[src/rtl/reg_write_arbiter.sv]
// Round-robin write arbiter for a single shared WIDTH-bit register.
// Grants one requester, commits its data with an ack pulse, then holds off for a guard window.
module reg_write_arbiter #(
  parameter int NUM_REQ     = 4,
  parameter int WIDTH       = 8,
  parameter int HOLD_CYCLES = 2
) (
  input  logic                     clk,
  input  logic                     reset,
  input  logic [NUM_REQ-1:0]       req,
  input  logic [NUM_REQ*WIDTH-1:0] d_in,
  output logic [NUM_REQ-1:0]       grant,
  output logic [NUM_REQ-1:0]       ack,
  output logic [WIDTH-1:0]         q,
  output logic [WIDTH-1:0]         q_bar,
  output logic [2:0]               owner,
  output logic                     busy
);

  localparam int         CNT_W     = (HOLD_CYCLES > 1) ? $clog2(HOLD_CYCLES) : 1;
  localparam logic [2:0] OWNER_RST = 3'(NUM_REQ - 1);
  localparam logic [CNT_W-1:0] CNT_LOAD = CNT_W'(HOLD_CYCLES - 1);

  typedef enum logic [1:0] {S_IDLE, S_GRANT, S_HOLD} state_t;

  state_t             r_state, w_state_next;
  logic [NUM_REQ-1:0] r_grant, w_grant_next;
  logic [NUM_REQ-1:0] r_ack, w_ack_next;
  logic [WIDTH-1:0]   r_q, w_q_next;
  logic [2:0]         r_owner, w_owner_next;
  logic               r_busy, w_busy_next;
  logic [CNT_W-1:0]   r_cnt, w_cnt_next;

  logic [WIDTH-1:0]   w_d [NUM_REQ];
  logic [NUM_REQ-1:0] w_owner_oh;
  logic [NUM_REQ-1:0] w_win_oh;
  logic [NUM_REQ-1:0] w_rot;
  logic [3:0]         w_rot_amt;
  logic [3:0]         w_sum;
  logic [2:0]         w_win;
  logic               w_req_owner;
  logic [WIDTH-1:0]   w_owner_d;

  genvar gi;
  generate
    for (gi = 0; gi < NUM_REQ; gi++) begin : g_lane
      assign w_d[gi]        = d_in[gi*WIDTH +: WIDTH];
      assign w_owner_oh[gi] = (r_owner == 3'(gi));
      assign w_win_oh[gi]   = (w_win == 3'(gi));
    end
  endgenerate

  // Rotate the request vector so bit 0 is the requester just after the current owner.
  assign w_rot_amt = {1'b0, r_owner} + 4'd1;
  assign w_rot     = NUM_REQ'({req, req} >> w_rot_amt);

  always_comb begin
    w_sum = 4'd0;
    for (int j = NUM_REQ - 1; j >= 0; j--) begin
      if (w_rot[j]) w_sum = w_rot_amt + 4'(j);
    end
    if (w_sum >= 4'(NUM_REQ)) w_sum = w_sum - 4'(NUM_REQ);
    w_win = w_sum[2:0];
  end

  always_comb begin
    w_owner_d = '0;
    for (int i = 0; i < NUM_REQ; i++) begin
      w_owner_d = w_owner_d | (w_d[i] & {WIDTH{w_owner_oh[i]}});
    end
    w_req_owner = |(req & w_owner_oh);
  end

  always_comb begin
    w_state_next = r_state;
    w_grant_next = '0;
    w_ack_next   = '0;
    w_q_next     = r_q;
    w_owner_next = r_owner;
    w_cnt_next   = r_cnt;
    case (r_state)
      S_IDLE: begin
        if (req != '0) begin
          w_state_next = S_GRANT;
          w_grant_next = w_win_oh;
          w_owner_next = w_win;
        end
      end
      S_GRANT: begin
        // A withdrawn request aborts, but owner keeps the aborted index so priority still moves on.
        if (w_req_owner) begin
          w_q_next     = w_owner_d;
          w_ack_next   = w_owner_oh;
          w_cnt_next   = CNT_LOAD;
          w_state_next = S_HOLD;
        end else begin
          w_state_next = S_IDLE;
        end
      end
      S_HOLD: begin
        if (r_cnt == '0) w_state_next = S_IDLE;
        else             w_cnt_next   = r_cnt - 1'b1;
      end
      default: w_state_next = S_IDLE;
    endcase
    w_busy_next = (w_state_next != S_IDLE);
  end

  always_ff @(posedge clk) begin
    if (reset) begin
      r_state <= S_IDLE;
      r_grant <= '0;
      r_ack   <= '0;
      r_q     <= '0;
      r_owner <= OWNER_RST;
      r_busy  <= 1'b0;
      r_cnt   <= '0;
    end else begin
      r_state <= w_state_next;
      r_grant <= w_grant_next;
      r_ack   <= w_ack_next;
      r_q     <= w_q_next;
      r_owner <= w_owner_next;
      r_busy  <= w_busy_next;
      r_cnt   <= w_cnt_next;
    end
  end

  assign grant = r_grant;
  assign ack   = r_ack;
  assign q     = r_q;
  assign q_bar = ~r_q;
  assign owner = r_owner;
  assign busy  = r_busy;

endmodule

[config.mk]
export PLATFORM = sky130hd
export DESIGN_NAME = reg_write_arbiter
export DESIGN_NICKNAME = d
export VERILOG_FILES = /design/src/rtl/reg_write_arbiter.sv
export SDC_FILE = /design/constraint.sdc
export NUM_CORES = 1
export LEC_CHECK = 0
export BUFFER_PORTS_ARGS = -buffer_cell sky130_fd_sc_hd__buf_2
export CORE_MARGIN = 8
export CORE_UTILIZATION = 42
export CTS_CLUSTER_DIAMETER = 100
export DETAILED_ROUTE_END_ITERATION = 8
export HOLD_SLACK_MARGIN = 0.06
export PLACE_DENSITY = 0.84
export SKIP_CTS_REPAIR_TIMING = 1
export SYNTH_ARGS = -nofsm -noshare
export SYNTH_HDL_FRONTEND = slang
export SYNTH_SLANG_ARGS = --single-unit
[constraint.sdc]
create_clock -name clk -period 2.2 [get_ports clk]
set_input_delay 0.66 -clock clk [delete_from_list [all_inputs] [get_ports clk]]
set_output_delay 0.66 -clock clk [all_outputs]
set_load 0.02 [all_outputs]
# Word level (Yosys, flattened, before mapping)
# Index checks and enable logic that the tools add are counted.
[classes] n_mux=12 eq_ne=9 n_reduce_logical=12 bitwise_logic=13 shift=1 add_sub_neg=6 order_cmp=1
[op_table] cell="8-bit AND" count=4
[op_table] cell="8-bit OR" count=3
[op_table] cell="4-bit 2-to-1 mux" count=4
[op_table] cell="3-bit by 2-bit == test with 1-bit output, second input constant" count=4
[op_table] cell="4-bit by 2-bit adder with 4-bit output, second input constant" count=2
[op_table] cell="8-bit NOT" count=1
[op_table] cell="8-bit by 4-bit >> shifter with 4-bit output" count=1
[op_table] cell="3-bit by 1-bit == test with 1-bit output, second input constant" count=2
[op_table] cell="3-bit zero test" count=2
[op_table] cell="2-bit 2-to-1 mux" count=3
[op_table] cell="2-bit case mux with 3 select lines" count=1
[op_table] cell="2-bit AND reduction" count=3
[op_table] cell="3-bit OR reduction" count=2
[op_table] cell="3-bit by 1-bit adder with 4-bit output, second input constant" count=1
[op_table] cell="4-bit by 1-bit adder with 4-bit output, second input constant" count=1
[op_table] cell="4-bit AND" count=1
[op_table] cell="4-bit by 3-bit greater-or-equal comparator with 1-bit output, second input constant" count=1
[op_table] cell="1-bit NOT" count=4
[op_table] cell="2-bit nonzero test" count=2
[op_table] cell="4-bit nonzero test" count=1
[op_table] cell="4-bit OR reduction" count=1
[op_table] cell="3-bit 2-to-1 mux" count=1
[op_table] cell="3-bit subtractor, second input constant" count=1
[op_table] cell="2-bit by 1-bit == test with 1-bit output, second input constant" count=1
[op_table] cell="other kinds (6)" count=7
[totals] output_inout_bits=28 regBits=23 inputBits=38

# Depth between registers and ports, before layout
# Gate-level depths: netlist of the first run.
[depth] depth_word=9 depth_mapped=11 mapped_depth_nobuf=9

# Worst setup path after synthesis of the first run
# Ideal clock, no wire load.
[synth_path] path_kind="reg2reg" start="register r_owner[1] (netlist: owner[1])" end="register r_grant[0] (netlist: grant[0])" path_buffers=1 arrival_time_ps=2375 setup_slack_ps=-247 period_less_slack_ps=2447 setup_ps=73 required_time_ps=2127 stages_incl_launch_ff=11 cell_sequence="dfxtp_1 buf_1 inv_1 ha_1 inv_1 ha_1 inv_1 a21o_1 o22ai_1 a311o_1 nor3b_2"
[synth_between] elab_chain_cells=9 word_cells_on_any_way=13 classes_between="5 x add/sub; 1 x order compare; 1 x shift; 5 x mux; 1 x reduce/logical"
[synth_rtl] item="start: declaration" line="30" text="logic [2:0] r_owner, w_owner_next;"
[synth_rtl] item="start signal: assignment" line="123" text="r_owner <= w_owner_next;"
[synth_rtl] item="3-bit by 1-bit adder with 4-bit output *" line="54" text="assign w_rot_amt = {1'b0, r_owner} + 4'd1;"
[synth_rtl] item="4-bit by 2-bit adder with 4-bit output or 8-bit by 4-bit >> shifter with 4-bit output (tied branches)" line="60, 55"
[synth_rtl] item="4-bit 2-to-1 mux (3 in series)" line="60" text="if (w_rot[j]) w_sum = w_rot_amt + 4'(j);"
[synth_rtl] item="4-bit 2-to-1 mux *" line="60"
[synth_rtl] item="4-bit by 3-bit greater-or-equal comparator with 1-bit output or 3-bit subtractor (tied branches)" line="62" text="if (w_sum >= 4'(NUM_REQ)) w_sum = w_sum - 4'(NUM_REQ);"
[synth_rtl] item="3-bit 2-to-1 mux *" line="62"
[synth_rtl] item="3-bit zero test *" line="49" text="assign w_win_oh[gi] = (w_win == 3'(gi));"
[synth_rtl] item="end signal: assignment" line="120" text="r_grant <= w_grant_next;"
[synth_rtl] item="end: declaration" line="27" text="logic [NUM_REQ-1:0] r_grant, w_grant_next;"
# Mark *: on every way between the ends. The rest lies on a longest branch, timed or not.
# A chain may end at the register's enable or synchronous reset.

# Worst setup path after layout of the first run
[layout_path] start="register r_owner[0] (netlist: owner[0])" end="register r_grant[1] (netlist: grant[1])"
[layout_between] elab_chain_cells=9 word_cells_on_any_way=13 classes_between="5 x add/sub; 1 x order compare; 1 x eq/ne; 1 x shift; 5 x mux"
[layout_rtl] item="3-bit by 1-bit adder with 4-bit output *" line="54"
[layout_rtl] item="4-bit by 2-bit adder with 4-bit output or 8-bit by 4-bit >> shifter with 4-bit output (tied branches)" line="60, 55"
[layout_rtl] item="4-bit 2-to-1 mux (3 in series)" line="60"
[layout_rtl] item="4-bit 2-to-1 mux *" line="60"
[layout_rtl] item="4-bit by 3-bit greater-or-equal comparator with 1-bit output or 3-bit subtractor (tied branches)" line="62"
[layout_rtl] item="3-bit 2-to-1 mux *" line="62"
[layout_rtl] item="3-bit by 1-bit == test with 1-bit output *" line="49"
# Marks and branches as above.

==> results of run 1 <==
[power breakdown]
group	switching, mW	total [mW]	internal (mW)
Sequential	0.0465	0.560	0.513
Clock	0.123	0.194	0.0709
Combinational	0.882	1.57	0.690
Total	1.05	2.33	1.27
[final timing paths]
path	end
worst min-delay path	q[3]$_SDFFE_PP0P_
worst max register to register	grant[1]$_SDFF_PP0_
worst max-delay path	grant[1]$_SDFF_PP0_
worst min register to register	q[3]$_SDFFE_PP0P_
[layout make-up]
cell class	count	area, sq um
Clock buffer	4	26.3
Inverter	17	63.8
Multi-Input combinational cell	115	890
Fill cell	317	1330
Tap cell	46	57.6
Timing Repair Buffer	87	503
Sequential cell	23	464
[cell usage after synthesis, drive strengths merged, types with 2 or more instances]
| cell type | count | area share |
|---|---|---|
| dfxtp | 23 | 0.31 |
| inv | 17 | 0.044 |
| a211oi | 16 | 0.082 |
| nor2 | 15 | 0.038 |
| a222oi | 9 | 0.062 |
| clkbuf | 9 | 0.023 |
| ha | 8 | 0.068 |
| o21ai | 6 | 0.021 |
| nor3 | 5 | 0.021 |
| a21oi | 4 | 0.014 |
| and2 | 4 | 0.017 |
| buf | 4 | 0.024 |
| mux2i | 4 | 0.030 |
| nand2 | 4 | 0.010 |
| nand3 | 4 | 0.014 |
| a22oi | 3 | 0.019 |
| a31oi | 3 | 0.013 |
| nand3b | 3 | 0.015 |
| a211o | 2 | 0.012 |
| nor2b | 2 | 0.0085 |
| nor3b | 2 | 0.014 |
| nor4 | 2 | 0.019 |
| o22a | 2 | 0.013 |
| o22ai | 2 | 0.0085 |
| o31ai | 2 | 0.010 |
| xnor2 | 2 | 0.012 |
[kinds of logic after synthesis]
logic type | Yosys count | share of synthesized area
flip-flops | 23 | 0.315
AO/OA/AOI/OAI | 53 | 0.280
buffers and inverters | 30 | 0.0906
XOR/XNOR | 2 | 0.0120
AND/OR/NAND/NOR | 47 | 0.189
multiplexers | 5 | 0.0453
adder cells (fa/ha/maj) | 8 | 0.0684
[critical path, stage by stage, from the launching register on]
cell and delay, ns:
dfxtp_2 0.35, ha_1 0.22, ha_1 0.30, inv_1 0.07, ha_1 0.27, inv_1 0.04
a21o_1 0.16, o22ai_2 0.15, nand3_1 0.13, and4_1 0.24
[cells in the final DEF (no fill, tap or decap), types with 6 or more instances in the layout]
master / count
dfxtp_1: 20
inv_1: 17
a222oi_1: 9
buf_2: 65
buf_4: 21
a211oi_1: 16
nor2_1: 15
ha_1: 7
o21ai_0: 6
[metrics by stage]
stage	util	setup TNS, ns	hold WS (ns)	setup WS (ns)	area, sq um
final	0.601	0	0.487	0.168	2000
after global routing	0.601	0	0.509	0.0174	2000
after CTS	0.599	0	0.488	0.139	2000
after detailed placement	0.591	-0.254	0.468	-0.0814	1970
after global placement	0.591	-0.197	0.464	-0.0563	1970
after floorplan	-	0	0.454	0.0214	1490
[metal layers]
metal / up-vias / GRT usage / wire length, microns
li1: 783 / - / -
met3: 7 / 0.0493 / 551
met4: 0 / 0.0522 / 59
met5: - / 0 / 0
met1: 727 / 0.180 / 1840
met2: 70 / 0.259 / 2090
[state kept, by name, indices dropped and copies added, names as in the netlist]
signal	flops
ack	4
busy	1
grant	4
owner	3
q	8
r_cnt	1
r_state	2
==> impl_metrics.tcl, run 1 <==
set metrics [dict create \
    tightest_slew_ns 0.454 \
    worst_hold_path_type "register to register" \
    synth_edf_count 0 \
    fin_crit_sh 0.924 \
    power_density_mw_per_mm2 1160 \
    r2r-start "owner[0]$_SDFFE_PP1P_" \
    drtPass1Iterations 4 \
    cts_made_buffers 3 \
    cp-start-kind "register" \
    syn_area_per_cell_sq_um 8.71 \
    antenna_found_initial 0 \
    maxClockFrequency_ghz 0.492 \
    std_cell_rows 21 \
    drv_cap 0 \
    cts_root_buffer "clkbuf_4" \
    die_w_microns 75.0 \
    slew_headroom 0.695 \
    drt-total-wl_mm 4.54 \
    seq_area_frac_synth 0.315 \
    hold_viol_final 0 \
    crit_required_ns 2.41 \
    syn-cell-area_sq_mm 0.00146 \
    path_max_fanout 4 \
    clk_latency_ns 0.31 \
    syn_nets 214 \
    setup_viol 0 \
    area_delta_synth_final_pct 36.9 \
    crit_path_end_kind "register" \
    start_util 0.439 \
    via_count 1587 \
    power_mw 2.33 \
    n_antenna_cell 0 \
    vdd_drop_max_mv 0.597 \
    dp_cells 288 \
    drt_iter0_drc 85 \
    synthArstFlopShare 0 \
    run_status "completed" \
    viasPerCell 5.43 \
    port-buffer-count 65 \
    drv_slew 0 \
    dieArea_sq_mm 0.00563 \
    ff2ff_setup_slack_ns 0.17 \
    path_clk_slew_ns 0.12 \
    timing.critical_path.arrival_ns 2.25 \
    grtUsageTotal 0.155 \
    core_area_sq_mm 0.00334 \
    cts_tree "done" \
    drt-wirelength-per-cell_microns 15.6 \
    ioPinCount 66 \
    hp-start "q[3]$_SDFFE_PP0P_" \
    final_antenna_net_count 0 \
    grt_pass1_vias 1518 \
    grt_pass1_wl_mm 6.87 \
    clockBufferDepth 2 \
    die_h_microns 75.0 \
    fin_cells 292 \
    criticalPathCategory "register to register" \
    synth_warnings 0 \
    fin_nets 293 \
    worstSetupStartpoint "owner[0]$_SDFFE_PP1P_" \
    drc_errors 0 \
    place_hpwl_mm 3.57 \
    r2r_cells 9 \
    skew_ns 0.00193 \
    synth_cells 168 \
    cts_sinks 23 \
    rsz0062_at_grt "false" \
    min_period_ns 2.03 \
    htreeDepth 1 \
    grt_max_degree 20 \
    hold_path_depth 2 \
    ys.flop_type "dfxtp_1" \
    drive_gt1_frac 0.423 \
    gp_congestion 0.987 \
    ys_ff_latch 23 \
    grt.overflow.total 0 \
    p_leak_nw 0.932 \
    yosysUniqueCellTypes 46 \
]
Note: power is estimated with default switching activity, not from simulation.
==> inputs of run 2 (changes only) <==
Settings changed: CORE_UTILIZATION 42 to 44, CTS_BUF_LIST set to sky130_fd_sc_hd__clkbuf_8, PLACE_DENSITY 0.84 to 0.87.
==> impl_metrics.tcl, run 2 (synthesis results as in run 1) <==
set metrics [dict create \
    gp_congestion 0.918 \
    clk_latency_ns 0.26 \
    place_hpwl_mm 3.52 \
    post_dp_cell_area_sq_mm 0.00191 \
    worst_hold_path_type "register to register" \
    p_leak_nw 0.903 \
    ioPinCount 66 \
    area_delta_synth_final_pct 34.4 \
    start_util 0.449 \
    grt_pass1_vias 1448 \
    fin_area_sq_mm 0.00197 \
    drt-wirelength-per-cell_microns 15.9 \
    cts_sinks 23 \
    drv_slew 0 \
    drc_errors 0 \
    maxClockFrequency_ghz 0.489 \
    fill_cells 290 \
    critical_path_buf_inv_count 2 \
    crit_path_end_kind "register" \
    cts_made_buffers 3 \
    largest_reg_flops 8 \
    path_clk_slew_ns 0.08 \
    hold_viol_final 0 \
    cts_root_buffer "clkbuf_8" \
    crit_path_frequent_cell "ha_1" \
    die_w_microns 73.7 \
    cts_tree "done" \
    drive_gt1_frac 0.412 \
    fin_nets 285 \
    timing.critical_path.arrival_ns 2.20 \
    seq_area_sq_um 464 \
    path_cells "ha_1, ha_1, inv_1, ha_1, inv_1, a21o_1, o22ai_2, nand3_1, and4_1" \
    skew_ns 0.00759 \
    setup_viol 0 \
    grt.overflow.total 0 \
    core_area_sq_mm 0.00326 \
    power_mw 2.34 \
    slew_headroom 0.696 \
    via_count 1564 \
    crit_slowest_cell "dfxtp_2" \
    cp_top_family "adder cells" \
    power_density_mw_per_mm2 1190 \
    cp-start-kind "register" \
    criticalPathCategory "register to register" \
    setup_slack_ns 0.156 \
    clockBufferDepth 2 \
    drt_iter0_drc 123 \
    port-buffer-count 65 \
    htreeDepth 1 \
    dpl_worst_slack_ns -0.0766 \
    multi_input_area_sq_um 892 \
    tns_ns 0 \
    die_h_microns 73.7 \
    grt_pass1_wl_mm 6.87 \
    min_period_ns 2.04 \
    dieArea_sq_mm 0.00543 \
    grt_max_degree 22 \
    grtUsageTotal 0.156 \
    final_antenna_net_count 0 \
    tightest_slew_ns 0.451 \
    drt-total-wl_mm 4.52 \
    max_stage_delay_ns 0.34 \
    drtPass1Iterations 5 \
    n_antenna_cell 0 \
    vdd_drop_max_mv 0.473 \
    final_common_cell "buf_2" \
    drv_cap 0 \
    mostFrequentLayoutCells "65 x buf_2, 20 x dfxtp_1, 17 x inv_1" \
    viasPerCell 5.51 \
    crit_required_ns 2.36 \
    fin_crit_sh 0.929 \
    utilization 0.604 \
    path_max_fanout 4 \
    run_status "completed" \
    std_cell_rows 21 \
    antenna_found_initial 0 \
]
==> run 2: final timing paths <==
| path | to | from | slack [ns] | cells after the start |
|---|---|---|---|---|
| worst max-delay path | grant[1]$_SDFF_PP0_ | owner[0]$_SDFFE_PP1P_ | 0.16 | 9 |
| worst min register to register | q[0]$_SDFFE_PP0P_ | q[0]$_SDFFE_PP0P_ | 0.48 | 2 |
| worst min-delay path | q[0]$_SDFFE_PP0P_ | q[0]$_SDFFE_PP0P_ | 0.48 | 2 |
| worst max register to register | grant[1]$_SDFF_PP0_ | owner[0]$_SDFFE_PP1P_ | 0.16 | 9 |
==> run 2: worst register-to-register path, stage by stage, from the launching register on <==
cell and delay, ns:
dfxtp_2 0.34, ha_1 0.22, ha_1 0.31, inv_1 0.07
ha_1 0.27, inv_1 0.04, a21o_1 0.15, o22ai_2 0.18
nand3_1 0.14, and4_1 0.22
==> run 2: power breakdown <==
group	internal (mW)	leakage [nW]	switching, mW
clock network	0.126	0.0255	0.128
logic	0.641	0.689	0.877
registers	0.514	0.188	0.0501
==> run 2: per-stage QoR <==
| step | instances | hold WS [ns] |
|---|---|---|
| after global routing | 284 | 0.499 |
| after floorplan | 168 | 0.454 |
| after detailed placement | 280 | 0.468 |
| final | 284 | 0.478 |
| after global placement | 280 | 0.465 |
| after CTS | 284 | 0.478 |
==> run 2: layout make-up <==
type                       instances  area share
sequential                        23       0.236
tap                               46      0.0293
timing repair buffer              79       0.225
clock inverter                     1     0.00254
clock buffer                       3      0.0210
inverter                          17      0.0324
multi-input combinational        115       0.454
==> run 2: metal layers <==
metal	vias up	GRT usage	wire [microns]
met2	73	0.278	2110
met5	-	0	0
met1	719	0.180	1870
li1	772	-	-
met3	0	0.0532	537
met4	0	0.0133	0
